`src/rtl/temp_sense_sequencer_pkg.sv`:
```
// Shared definitions for the temperature scan sequencer: data widths and FSM state encoding.
package temp_sense_sequencer_pkg;

  localparam int ADC_W  = 16;
  localparam int BASE_W = 32;
  localparam int REF_W  = 8;
  localparam int TEMP_W = 32;

  typedef enum logic [2:0] {
    ST_IDLE,
    ST_START,
    ST_CONV,
    ST_CALC,
    ST_OUT,
    ST_NEXT
  } seq_state_t;

endpackage

```
`src/rtl/TemperatureCalculator.sv`:
```
// Combinational temperature conversion shared by all sensor channels.
module TemperatureCalculator (
  input  logic [31:0] tc_base,
  input  logic [7:0]  tc_ref,
  input  logic [15:0] adc,
  output logic [31:0] tempc
);

  assign tempc = tc_base + 32'(adc) * 32'(tc_ref);

endmodule

```
`src/rtl/temp_sense_sequencer_tick.sv`:
```
// Scan-start divider: one tick every SAMPLE_DIV cycles while enabled, parked at zero otherwise.
module sample_tick_gen #(
  parameter int SAMPLE_DIV = 1000
) (
  input  logic clk,
  input  logic rst,
  input  logic en,
  output logic tick
);

  localparam int CW = (SAMPLE_DIV > 2) ? $clog2(SAMPLE_DIV) : 1;
  localparam logic [CW-1:0] LAST = CW'(SAMPLE_DIV - 1);

  logic [CW-1:0] count;

  always_ff @(posedge clk or posedge rst) begin
    if (rst) begin
      count <= '0;
    end else if (!en || count == LAST) begin
      count <= '0;
    end else begin
      count <= count + CW'(1);
    end
  end

  assign tick = en && (count == LAST);

endmodule

```
`src/rtl/temp_sense_sequencer.sv`:
```
// Periodic multi-channel temperature scan: ADC request per channel, shared calculator,
// registered results on a valid/ready stream.
module temp_sense_sequencer
  import temp_sense_sequencer_pkg::*;
#(
  parameter int NCH         = 4,
  parameter int CHW         = 2,
  parameter int SAMPLE_DIV  = 1000,
  parameter int ADC_TIMEOUT = 255
) (
  input  logic              clk,
  input  logic              rst,
  input  logic              en,
  input  logic              cfg_we,
  input  logic [CHW-1:0]    cfg_ch,
  input  logic [BASE_W-1:0] cfg_base,
  input  logic [REF_W-1:0]  cfg_ref,
  output logic              adc_start,
  output logic [CHW-1:0]    adc_ch,
  input  logic              adc_done,
  input  logic [ADC_W-1:0]  adc_data,
  output logic              temp_valid,
  input  logic              temp_ready,
  output logic [CHW-1:0]    temp_ch,
  output logic [TEMP_W-1:0] temp_out,
  output logic              busy,
  output logic              err_timeout,
  output logic              err_overrun,
  input  logic              clr_err
);

  localparam logic [CHW-1:0] LAST_CH = CHW'(NCH - 1);
  localparam logic [7:0]     TO_LAST = 8'(ADC_TIMEOUT - 1);
  localparam logic [CHW:0]   NCH_LIM = (CHW + 1)'(NCH);

  seq_state_t        state, state_nxt;
  logic [CHW-1:0]    ch;
  logic [7:0]        to_cnt;
  logic [ADC_W-1:0]  adc_lat;
  logic [TEMP_W-1:0] tempc;
  logic              tick;
  logic              conv_timeout;
  logic [BASE_W-1:0] cfg_base_q [NCH];
  logic [REF_W-1:0]  cfg_ref_q  [NCH];

  sample_tick_gen #(.SAMPLE_DIV(SAMPLE_DIV)) u_tick (
    .clk  (clk),
    .rst  (rst),
    .en   (en),
    .tick (tick)
  );

  TemperatureCalculator u_calc (
    .tc_base (cfg_base_q[ch]),
    .tc_ref  (cfg_ref_q[ch]),
    .adc     (adc_lat),
    .tempc   (tempc)
  );

  // A late adc_done on the final CONV cycle still wins over the timeout.
  assign conv_timeout = (state == ST_CONV) && !adc_done && (to_cnt == TO_LAST);
  assign adc_ch       = ch;

  always_ff @(posedge clk or posedge rst) begin
    if (rst) state <= ST_IDLE;
    else     state <= state_nxt;
  end

  always_comb begin
    state_nxt = state;
    adc_start = 1'b0;
    busy      = 1'b1;
    case (state)
      ST_IDLE: begin
        busy = 1'b0;
        if (tick) state_nxt = ST_START;
      end
      ST_START: begin
        adc_start = 1'b1;
        state_nxt = ST_CONV;
      end
      ST_CONV: begin
        if (adc_done)          state_nxt = ST_CALC;
        else if (conv_timeout) state_nxt = ST_NEXT;
      end
      ST_CALC: state_nxt = ST_OUT;
      ST_OUT:  if (temp_ready) state_nxt = ST_NEXT;
      ST_NEXT: state_nxt = (ch == LAST_CH) ? ST_IDLE : ST_START;
      default: state_nxt = ST_IDLE;
    endcase
  end

  always_ff @(posedge clk or posedge rst) begin
    if (rst) begin
      ch      <= '0;
      to_cnt  <= '0;
      adc_lat <= '0;
    end else begin
      case (state)
        ST_IDLE:  ch <= '0;
        ST_START: to_cnt <= '0;
        ST_CONV: begin
          if (adc_done) adc_lat <= adc_data;
          else          to_cnt  <= to_cnt + 8'd1;
        end
        ST_NEXT:  ch <= (ch == LAST_CH) ? '0 : ch + CHW'(1);
        default: ;
      endcase
    end
  end

  always_ff @(posedge clk or posedge rst) begin
    if (rst) begin
      temp_valid <= 1'b0;
      temp_out   <= '0;
      temp_ch    <= '0;
    end else if (state == ST_CALC) begin
      temp_valid <= 1'b1;
      temp_out   <= tempc;
      temp_ch    <= ch;
    end else if (state == ST_OUT && temp_ready) begin
      temp_valid <= 1'b0;
    end
  end

  // Sticky error flags; a new event in the clearing cycle keeps the flag set.
  always_ff @(posedge clk or posedge rst) begin
    if (rst) begin
      err_timeout <= 1'b0;
      err_overrun <= 1'b0;
    end else begin
      if (conv_timeout) err_timeout <= 1'b1;
      else if (clr_err) err_timeout <= 1'b0;
      if (tick && state != ST_IDLE) err_overrun <= 1'b1;
      else if (clr_err)             err_overrun <= 1'b0;
    end
  end

  always_ff @(posedge clk or posedge rst) begin
    if (rst) begin
      for (int i = 0; i < NCH; i++) begin
        cfg_base_q[i] <= '0;
        cfg_ref_q[i]  <= '0;
      end
    end else if (cfg_we && ({1'b0, cfg_ch} < NCH_LIM)) begin
      cfg_base_q[cfg_ch] <= cfg_base;
      cfg_ref_q[cfg_ch]  <= cfg_ref;
    end
  end

endmodule
```
`config.mk`:
```
export PLATFORM = sky130hd
export DESIGN_NAME = temp_sense_sequencer
export DESIGN_NICKNAME = d
export VERILOG_FILES = /design/src/rtl/temp_sense_sequencer_pkg.sv /design/src/rtl/TemperatureCalculator.sv /design/src/rtl/temp_sense_sequencer_tick.sv /design/src/rtl/temp_sense_sequencer.sv
export SDC_FILE = /design/constraint.sdc
export NUM_CORES = 1
export LEC_CHECK = 0
export ABC_AREA = 1
export CAP_MARGIN = 0
export CORE_AREA = 2 2 193 195
export DETAILED_ROUTE_END_ITERATION = 6
export DIE_AREA = 0 0 195 197
export PLACE_DENSITY_LB_ADDON = 0.05
export SETUP_SLACK_MARGIN = 0.02
export SLEW_MARGIN = 20
export SYNTH_ARGS = -nofsm -noshare
export SYNTH_HDL_FRONTEND = slang
export SYNTH_HIERARCHICAL = 1
export SYNTH_SLANG_ARGS = --single-unit
```
`constraint.sdc`:
```
create_clock -name clk -period 10.56 [get_ports clk]
set_input_delay 2.64 -clock clk [delete_from_list [all_inputs] [get_ports clk]]
set_output_delay 2.64 -clock clk [all_outputs]
set_load 0.01 [all_outputs]
```
==> results.sh <==
export IMPL_rsz0062_at_grt="no"
export IMPL_synth_net_count=2278
export IMPL_drive_above_1_share=0.0728
export IMPL_via_per_inst=4.99
export IMPL_insertion_delay_ns=0.57
export IMPL_antennaDiodeCount=0
export IMPL_crit_required_ns=11.02
export IMPL_synthAdderAreaFrac=0.173
export IMPL_die_w_microns=195
export IMPL_maxSlewViolCount=0
export IMPL_die_h_microns=197
export IMPL_drc_errors=0
export IMPL_worstPathArrival_ns=6.58
export IMPL_ctsHoldBuffers=0
export IMPL_finalSetupViolCount=0
export IMPL_clkSinkCount=236
export IMPL_hold_viol=0
export IMPL_crit_path_end_kind="flop"
export IMPL_period_share=0.580
export IMPL_place_hpwl_microns=28800
export IMPL_yosysUniqueCellTypes=34
export IMPL_synth_compound_area_frac=0.101
export IMPL_netlist_area_sq_um=16100
export IMPL_ios=106
export IMPL_grt_pass1_vias=13082
export IMPL_syn_avg_cell_area_sq_um=7.83
export IMPL_worst_slack_ns=4.43
export IMPL_htreeDepth=1
export IMPL_min_period_ns=6.13
export IMPL_setup_tns_ns=0
export IMPL_postRouteAntennaNets=0
export IMPL_final_nets=2331
export IMPL_status="complete, no violations"
export IMPL_cts_buffers_inserted=29
export IMPL_gp_congestion=0.853
export IMPL_timing_fmax_mhz=163
export IMPL_ys_warnings_count=6
export IMPL_yosys_area_share_simple=0.207
export IMPL_start_util=0.444
export IMPL_post_cts_buffers=0
export IMPL_antenna_found_initial=0
export IMPL_ctsLongestPathBuffers=3
export IMPL_yosysSeqAreaShare=0.367
export IMPL_die_area_sq_um=38400
export IMPL_postSynthCellCount=2054
export IMPL_wire_per_inst_microns=15.8
export IMPL_cts_tree="built"
export IMPL_mostFrequentLayoutCells="nand2_1 (537), inv_1 (392), o21ai_0 (252)"
export IMPL_crit_type="flop to flop"
export IMPL_cts_root_buffer="clkbuf_16"
export IMPL_yosys_area_share_xor_xnor=0.00817
export IMPL_grt_max_degree=106
export IMPL_drtIter0Drc=799
export IMPL_hp_class="flop to flop"
export IMPL_finalCoreUtilization=0.509
export IMPL_num_vias=12951
export IMPL_totalWireLength_microns=40900
export IMPL_grt_first_pass_wirelength_microns=68600
export IMPL_finClkSkew_ns=0.0171
export IMPL_path_max_fanout=44
export IMPL_maxCapViolations=0
export IMPL_cts_resized=0
export IMPL_area_growth_syn_to_layout_pct=14.8
export IMPL_firstDrtPassIters=6
export IMPL_final_common_cell="nand2_1"
export IMPL_grtUsageTotal=0.222
export IMPL_clkTransAtPathRegs_ns=0.06
export IMPL_synthMuxAreaShare=0.0257
export IMPL_synth_top_family_by_area="simple AND/OR/NAND/NOR gates"
export IMPL_overflow=0
export IMPL_worst_slew_pin_slew_ns=0.876
export IMPL_numPortBuffers=105
export IMPL_place_ws_ns=4.50
export IMPL_core_region_area_sq_um=36300
export IMPL_ys_ff_latch=236
export IMPL_rows=70
export IMPL_cp_start_kind="flop"
export IMPL_relSlewSlack=0.416
-- layout make-up --
type	count	area, sq um
multi-input cells	1324	8340
flip-flops and latches	236	5910
repair buffers	119	1160
clock inverters	12	135
clock buffers	40	847
fillers	3675	17800
inverters	397	1500
well taps	468	586
-- stage by stage --
step / area (sq um) / hold WS (ns) / cells
6_report: 18500 / 0.478 / 2596
3_3_place_gp: 17500 / 0.461 / 2544
2_1_floorplan: 16100 / 0.440 / 2054
4_1_cts: 18500 / 0.482 / 2596
5_1_grt: 18500 / 0.499 / 2596
3_5_place_dp: 17500 / 0.467 / 2544
-- registers in the layout, indices dropped and copies added (netlist names), 3 cells and up --
name,cells
cfg_base_q,128
cfg_ref_q,32
temp_out,32
adc_lat,16
u_tick/count,10
to_cnt,8
state,3
-- worst max-delay path, stage by stage (launching register included) --
cell and delay [ns]:
dfrtp_1 0.36, buf_4 0.29, inv_1 0.38, buf_4 0.44, o21ai_0 0.17, o22ai_1 0.51, inv_1 0.15, fa_1 0.56
inv_1 0.07, fa_1 0.49, fa_1 0.50, inv_1 0.05, fa_1 0.53, inv_1 0.04, ha_1 0.35, nand2_1 0.12
nor2_1 0.20, nand3_1 0.11, nand3b_1 0.17, nand2_1 0.10, nand3_1 0.09, nand2_1 0.06, mux2_2 0.25
-- worst paths after layout --
path	start	end	cells past startpoint	slack, ns
max in group asynchronous	rst	temp_out[4]	3	6.52
hold / removal	cfg_base_q[42]	cfg_base_q[42]	2	0.48
min in group asynchronous	rst	u_tick/count[8]	2	2.51
setup / recovery	adc_ch[1]	temp_out[30]	22	4.43
setup reg to reg	adc_ch[1]	temp_out[30]	22	4.43
hold reg to reg	cfg_base_q[42]	cfg_base_q[42]	2	0.48
-- cells by family (layout without fill, tap and decap cells) --
| logic type | count (synthesis) | in the layout |
|---|---|---|
| buffers and inverters | 494 | 568 |
| and+or+nand+nor | 804 | 804 |
| muxes | 32 | 32 |
| xor gates and xnor gates | 15 | 15 |
| adders and majority gates | 159 | 159 |
| DFF | 236 | 236 |
| AOI/OAI and AO/OA | 314 | 314 |
-- routing by layer --
metal	wire length [microns]	share of wire	up-vias	global-route usage
li1	-	-	6387	-
met1	19100	0.47	6255	0.305
met2	19100	0.47	258	0.374
met3	1770	0.043	51	0.0342
met4	886	0.022	0	0.0489
met5	0	0	-	0
-- cell usage after synthesis --
master | number | area share
nand2_1 | 539 | 0.13
inv_1 | 393 | 0.092
o21ai_0 | 252 | 0.078
dfrtp_1 | 236 | 0.37
nor2_1 | 134 | 0.031
fa_1 | 106 | 0.13
clkbuf_1 | 87 | 0.020
nand3_1 | 69 | 0.021
ha_1 | 53 | 0.041
o22ai_1 | 41 | 0.016
mux2_2 | 18 | 0.013
a21oi_1 | 17 | 0.0053
nand2_2 | 17 | 0.0066
mux2_4 | 14 | 0.013
nor2_2 | 12 | 0.0047
nand4_1 | 10 | 0.0039
xor2_1 | 10 | 0.0054
nand3_2 | 6 | 0.0037
nor2_4 | 6 | 0.0042
buf_2 | 5 | 0.0016
xnor2_1 | 5 | 0.0027
nor3_1 | 4 | 0.0012
nor3_2 | 4 | 0.0025
buf_6 | 3 | 0.0021
inv_2 | 3 | 0.00070
buf_1 | 2 | 0.00047
a21o_1 | 1 | 0.00047
and2_1 | 1 | 0.00039
clkinv_1 | 1 | 0.00023
nand3_4 | 1 | 0.0011
nand3b_1 | 1 | 0.00047
o21ai_1 | 1 | 0.00031
o21bai_1 | 1 | 0.00047
o31ai_1 | 1 | 0.00047
Power is left out: the tool's default activity adds up to more than one toggle a clock period on the data nets, which glitch-free logic cannot reach.
